==> src/rtl/inst_loader.sv <==
// Boot-time instruction memory loader: streams words into sequential addresses,
// verifies a trailing modular checksum, then releases the CPU from hold.
module inst_loader #(
  parameter int unsigned IW = 8,
  parameter int unsigned W  = 9
) (
  input  logic          Clk,
  input  logic          Reset,
  input  logic          start,
  input  logic [IW:0]   load_len,
  input  logic          in_valid,
  input  logic [W-1:0]  in_data,
  output logic          in_ready,
  output logic          wr_en,
  output logic [IW-1:0] wr_addr,
  output logic [W-1:0]  wr_data,
  output logic          busy,
  output logic          done,
  output logic          error,
  output logic          cpu_hold
);

  localparam logic [IW:0] MAX_LEN = {1'b1, {IW{1'b0}}};
  localparam logic [IW:0] ONE     = (IW+1)'(1);

  typedef enum logic [2:0] {
    S_IDLE,
    S_LOAD,
    S_CHECK,
    S_DONE,
    S_FAIL
  } state_t;

  state_t         state_q;
  logic [IW:0]    count_q;
  logic [IW:0]    len_q;
  logic [W-1:0]   sum_q;
  logic           in_ready_q;
  logic           wr_en_q;
  logic [IW-1:0]  wr_addr_q;
  logic [W-1:0]   wr_data_q;
  logic           busy_q;
  logic           done_q;
  logic           error_q;
  logic           cpu_hold_q;

  logic           len_ok;
  logic           xfer;
  logic           last_word;

  assign len_ok    = (load_len != '0) && (load_len <= MAX_LEN);
  assign xfer      = in_valid && in_ready_q;
  assign last_word = (count_q == (len_q - ONE));

  // Single-process FSM; every output is a register updated with the state.
  always_ff @(posedge Clk or posedge Reset) begin
    if (Reset) begin
      state_q    <= S_IDLE;
      count_q    <= '0;
      len_q      <= '0;
      sum_q      <= '0;
      in_ready_q <= 1'b0;
      wr_en_q    <= 1'b0;
      wr_addr_q  <= '0;
      wr_data_q  <= '0;
      busy_q     <= 1'b0;
      done_q     <= 1'b0;
      error_q    <= 1'b0;
      cpu_hold_q <= 1'b1;
    end else begin
      wr_en_q <= 1'b0;
      case (state_q)
        S_IDLE, S_DONE, S_FAIL: begin
          if (start) begin
            done_q     <= 1'b0;
            cpu_hold_q <= 1'b1;
            if (len_ok) begin
              state_q    <= S_LOAD;
              count_q    <= '0;
              sum_q      <= '0;
              len_q      <= load_len;
              error_q    <= 1'b0;
              in_ready_q <= 1'b1;
              busy_q     <= 1'b1;
            end else begin
              state_q <= S_FAIL;
              error_q <= 1'b1;
            end
          end
        end

        S_LOAD: begin
          if (xfer) begin
            wr_en_q   <= 1'b1;
            wr_addr_q <= count_q[IW-1:0];
            wr_data_q <= in_data;
            count_q   <= count_q + ONE;
            sum_q     <= sum_q + in_data;
            if (last_word) begin
              state_q <= S_CHECK;
            end
          end
        end

        S_CHECK: begin
          // Checksum word is compared only, never written to memory.
          if (xfer) begin
            in_ready_q <= 1'b0;
            busy_q     <= 1'b0;
            if (in_data == sum_q) begin
              state_q    <= S_DONE;
              done_q     <= 1'b1;
              cpu_hold_q <= 1'b0;
            end else begin
              state_q    <= S_FAIL;
              error_q    <= 1'b1;
              cpu_hold_q <= 1'b1;
            end
          end
        end

        default: begin
          state_q    <= S_IDLE;
          in_ready_q <= 1'b0;
          busy_q     <= 1'b0;
          cpu_hold_q <= 1'b1;
        end
      endcase
    end
  end

  assign in_ready = in_ready_q;
  assign wr_en    = wr_en_q;
  assign wr_addr  = wr_addr_q;
  assign wr_data  = wr_data_q;
  assign busy     = busy_q;
  assign done     = done_q;
  assign error    = error_q;
  assign cpu_hold = cpu_hold_q;

endmodule

==> config.mk <==
export PLATFORM = sky130hd
export DESIGN_NAME = inst_loader
export DESIGN_NICKNAME = d
export VERILOG_FILES = /design/src/rtl/inst_loader.sv
export SDC_FILE = /design/constraint.sdc
export NUM_CORES = 1
export LEC_CHECK = 0
export ABC_AREA = 1
export CELL_PAD_IN_SITES_DETAIL_PLACEMENT = 1
export CELL_PAD_IN_SITES_GLOBAL_PLACEMENT = 2
export CORE_MARGIN = 3
export CORE_UTILIZATION = 29
export CTS_CLUSTER_DIAMETER = 40
export CTS_CLUSTER_SIZE = 12
export DETAILED_ROUTE_END_ITERATION = 8
export PLACE_DENSITY_LB_ADDON = 0.1
export SYNTH_ARGS = -nofsm -noshare
export SYNTH_HDL_FRONTEND = slang
export SYNTH_SLANG_ARGS = --single-unit
==> constraint.sdc <==
create_clock -name Clk -period 1.9 [get_ports Clk]
set_clock_uncertainty 0.2 [all_clocks]
set_input_delay 0.38 -clock Clk [delete_from_list [all_inputs] [get_ports Clk]]
set_output_delay 0.38 -clock Clk [all_outputs]
set_load 0.02 [all_outputs]
======== Word level (Yosys, flattened, before mapping) ========
Cells that the tools add are included.
storage, ports and cells
  bits in registers ....................... 52
  bits in latches ......................... 0
  RAM bits ................................ 0
  ROM bits ................................ 0
  bits of input ports ..................... 22
  output and inout port bits .............. 23
  word-level logic and storage cells ...... 76
  memories ................................ 0
operators by class
  add/subtract/negate cells ............... 3
  $mul .................................... 0
  divide/modulo/power cells ............... 0
  order comparisons ....................... 1
  eq/ne operators ......................... 13
  shifts and indexed selects .............. 0
  mux-type cells .......................... 32
  bitwise gates (word level) .............. 1
  reductions and logical operators ........ 15
operator list
  operator                                              number
  two-way mux 9 bit                                     4
  case mux 9 bit (2 select lines)                       2
  AND reduction 4 bit                                   5
  equality test 9 bit                                   2
  two-way mux 3 bit                                     6
  two-way mux 1 bit                                     15
  inequality test 2 bit (second input constant)         7
  adder 9 x 1 -> 9 bit (second input constant)          1
  adder 9 bit                                           1
  <= comparator 9 bit (second input constant)           1
  case mux 3 bit (3 select lines)                       1
  nonzero test 9 bit                                    1
  subtractor 9 x 1 -> 9 bit (second input constant)     1
  equality test 3 x 2 -> 1 bit (second input constant)  2
  case mux 1 bit (3 select lines)                       2
  AND reduction 3 bit                                   2
  case mux 1 bit (2 select lines)                       2
  nonzero test 2 bit                                    2
  equality test 3 x 1 -> 1 bit (second input constant)  1
  equality test 3 bit (second input constant)           1
  zero test 3 bit                                       1
  OR reduction 3 bit                                    1
  logical AND 1 bit                                     2
  AND reduction 2 bit                                   1
  inverter 1 bit                                        1

======== Longest topological paths before layout ========
  word-level depth ........................ 5
  depth in mapped cells ................... 13
  mapped depth without buffers ............ 13

======== Worst setup path before layout ========
No wires, ideal clock.
  path type ............................... input -> register
  start point ............................. in in_data[0]
  end point ............................... reg sum_q[6]
  setup time .............................. 0.065 ns
  arrival ................................. 1.591 ns
  required time ........................... 1.635 ns
  setup slack ............................. 0.044 ns
  stages on the path ...................... 11
  path buffers ............................ 0
  path through ............................ ha_1 > fa_1 > nand3_1 > nand2_1 > nand2_1 > nand2_1 > nand2_1 > nand2_1 > a21oi_1 > o21ai_1 > nand2_1
between the ends
  word-level cells in the longest chain between the ends .. 3
RTL lines
  item                             line  text
  from (decl)                      12    input logic [W-1:0] in_data,
  adder 9 bit                      98    sum_q <= sum_q + in_data;
  two-way mux 9 bit                93    if (xfer) begin
  case mux 9 bit (2 select lines)  72    case (state_q)
  to (signal assigned)             98
  to (decl)                        37    logic [W-1:0] sum_q;
No other way between the ends. The select of a mux whose other input is x is not followed.
A chain may end at the register's enable or synchronous reset.

======== Worst setup path in the final report ========
  start point ............................. reg sum_q[0]
  end point ............................... reg sum_q[6]
between the ends
  word-level cells in the longest chain between the ends .. 3
RTL lines
  item                             line
  adder 9 bit                      98
  two-way mux 9 bit                93
  case mux 9 bit (2 select lines)  72
No other way between the ends. The select of a mux whose other input is x is not followed.

==> qor.tcl <==
set qor(synth-main-ff-cell) {dfrtp_1}
set qor(synthesized_area_divided_by_synthesized_cell_count_sq_um) 7.85
set qor(report.final.setup_viol) 0
set qor(drv_slew) 0
set qor(totalWireLength_um) 9380
set qor(globalRouteTotalUtil_pct) 16.4
set qor(clk_path_buf_depth) 2
set qor(cts_made_buffers) 5
set qor(wl_per_cell_um) 14.2
set qor(power.density_cell_area_nw_per_um2) 1370
set qor(critical_path_peak_fanout) 2
set qor(floorplan.die.width_um) 109
set qor(yosys-top-cells-area) {dfrtp_1 (41%), nand2_1 (16%), inv_1 (5.1%)}
set qor(detail-route-antenna-nets) 0
set qor(power.share.sequential_pct) 28.3
set qor(postPlaceCellArea_sq_um) 4030
set qor(grt_start_max_net_pins) 36
set qor(syn_area_sq_um) 3090
set qor(criticalPathCategory) {reg2reg}
set qor(vias_per_cell) 4.57
set qor(num_antenna_cells) 0
set qor(post-route-drc-count) 0
set qor(tightestPinTransition_ns) 0.327
set qor(largest_area_contributor_in_the_netlist) {dfrtp_1}
set qor(globalRouteOverflowTotal) 0
set qor(numClockSinks) 52
set qor(gate_power_share_pct) 61.2
set qor(htreeDepth) 2
set qor(synthDominantCellAreaShare_pct) 41.3
set qor(synth_cell_types) 34
set qor(layout_common_cells) {nand2_1 (120), buf_4 (84), dfrtp_1 (49), inv_1 (32), nand3_1 (22)}
set qor(worst_path_max_delay_cell) {dfrtp_1}
set qor(nets) 557
set qor(dieHeight_um) 109
set qor(net-switching-power_mw) 2.88
set qor(detailedRoute.firstPassIterationCount) 4
set qor(final.min_clock_period_ns) 1.87
set qor(via_count) 3021
set qor(gpl.final_weighted_congestion) 0.759
set qor(filler_cell_count) 1223
set qor(layout.cells.most_common) {nand2_1}
set qor(cts_tree) {yes}
set qor(min_period_over_period_pct) 98.4
set qor(worstSkewPairLatency_ns) 0.32
set qor(crit_required_ns) 1.96
set qor(critPathArrivalTime_ns) 1.93
set qor(ctsRootBufferMaster) {clkbuf_8}
set qor(instances_no_fill) 661
set qor(timing.max_slew.rel_slack_pct) 78.1
set qor(layout-drive-gt1-share_pct) 38.3
set qor(path_cells) {ha_2 > fa_2 > nand3_2 > nand2_2 > nand2_2 > nand2_1 > nand2_1 > nand2_2 > a21oi_2 > o21ai_1 > nand2_1}
set qor(post-route-cell-area_sq_um) 4720
set qor(rsz0062_at_grt) {true}
set qor(reg2reg_depth) 11
set qor(maximum_clock_frequency_mhz) 535
set qor(proportion_of_synthesized_flip_flops_having_asynchronous_set_or_reset_pct) 100
set qor(design.core.area_sq_um) 10300
set qor(syn-num-nets) 426
set qor(i_o_pin_count) 45
set qor(number_of_global_route_vias_before_repair) 3133
set qor(io_buffers) 44
set qor(rows) 37
set qor(clkTransAtPathRegs_ns) 0.11
set qor(rrSetupSlack_ns) 0.03
set qor(end_kind) {flop}
set qor(critPathLaunchType) {flop}
set qor(yosysWarnings) 0
set qor(place.detailed.hpwl_um) 6350
set qor(timing_hold_violations_final) 0
set qor(fin_setup_tns_ns) 0
set qor(cpPeakStageDelay_ns) 0.40
set qor(utilization_pct) 45.7
set qor(synth-seq-area-share_pct) 42.2
set qor(worstHoldPathType) {in2async}
set qor(synthCells) 393
set qor(power.ir.vdd_worst_v) 0.000606
set qor(grt_first_pass_wirelength_um) 15500
set qor(syn2layout_area_growth_pct) 52.9
set qor(numPlacedInstances) 616
set qor(totalPowerFinal_mw) 6.47
set qor(cap_viol_max_count) 0
set qor(internal_power_mw) 3.58
set qor(drt_first_iter_violations) 85
set qor(initial_antenna_violation_count) 0
set qor(power.leakage_nw) 2.58
set qor(result_of_the_run) {finished clean}
set qor(design.die.area_sq_um) 11900
set qor(synth_edf_count) 0
set qor(initial_core_util_pct) 29.9
set qor(ys_seq_elements) 52
set qor(power.share.clock_pct) 10.5
set qor(power.share.switching_pct) 44.6
[area by class of cell]
cell class / count / area [sq um] / area share, %
Clock buffer: 5 / 68.8 / 1.46
Timing Repair Buffer: 131 / 1130 / 24.0
Tap cell: 136 / 170 / 3.60
Sequential cell: 52 / 1310 / 27.6
Multi-Input combinational cell: 287 / 1830 / 38.7
Clock inverter: 3 / 23.8 / 0.504
Inverter: 47 / 189 / 4.00
[power by group through the flow]
stage / clock [mW] / combinational (mW) / sequential (mW)
6_report: 0.682 / 3.96 / 1.83
5_1_grt: 0.760 / 4.39 / 1.89
4_1_cts: 0.728 / 3.61 / 1.84
3_3_place_gp: 0 / 3.12 / 1.82
2_1_floorplan: 0 / 1.69 / 2.00
3_5_place_dp: 0 / 3.18 / 1.83
[state kept, by name, indices dropped and copies added, names as in the netlist]
| signal | count |
|---|---|
| wr_en | 1 |
| wr_data | 9 |
| sum_q | 9 |
| done | 1 |
| len_q | 9 |
| wr_addr | 8 |
| count_q | 9 |
| state_q | 3 |
| error | 1 |
| busy | 1 |
| cpu_hold | 1 |
[metrics by stage]
stage | worst slack (ns) | hold slack, ns
6_report | 0.0304 | 0.213
5_1_grt | -0.0895 | 0.212
4_1_cts | 0.00109 | 0.212
3_5_place_dp | -0.581 | 0.258
3_3_place_gp | -0.551 | 0.249
2_1_floorplan | 0.0440 | 0.246
[worst paths after layout]
check                                start          to
worst min register to register    cpu_hold    cpu_hold
worst max register to register    sum_q[0]    sum_q[6]
max in group asynchronous            Reset    cpu_hold
worst max-delay path              sum_q[0]    sum_q[6]
min in group Clk                in_data[0]  wr_data[0]
worst min-delay path                 Reset    len_q[0]
[kinds of logic after synthesis]
group / after synthesis / share of synthesized area [%]
adder cells (fa/ha/maj): 11 / 4.70
AO/OA/AOI/OAI: 48 / 10.6
AND/OR/NAND/NOR: 213 / 30.6
buffers and inverters: 57 / 8.43
flip-flops: 52 / 42.2
XOR/XNOR: 12 / 3.40
[worst max-delay path, delay by kind of cell (launching register included)]
family	cells	cell delay [ns]
adder cells (fa/ha/maj)	2	0.59
AND/OR/NAND/NOR	7	0.45
flip-flops	1	0.40
AO/OA/AOI/OAI	2	0.19
[per-layer routing]
metal | up-vias | wire (um) | global-route usage (%)
met5 | - | 0 | 0
met4 | 0 | 115 | 3.56
met3 | 9 | 233 | 2.66
met2 | 32 | 4930 | 29.9
met1 | 1469 | 4110 | 20.2
li1 | 1511 | - | -
[repair_timing]
item                                    CTS  global route
pin swaps                                17            26
endpoints found under the setup margin   30            48
setup buffers                            20            14
hold buffers                              0             0
gates cloned                              3             0
resized for setup                        51            62
[cell usage after synthesis, drive strengths merged (5+ instances only)]
| master | n |
|---|---|
| nand4 | 5 |
| xor2 | 8 |
| dfrtp | 51 |
| buf | 9 |
| nor2 | 21 |
| ha | 10 |
| nand2 | 144 |
| a21oi | 9 |
| nor3 | 7 |
| inv | 47 |
| o21ai | 35 |
| nand3 | 32 |
Power figures use the tool's default switching activity.
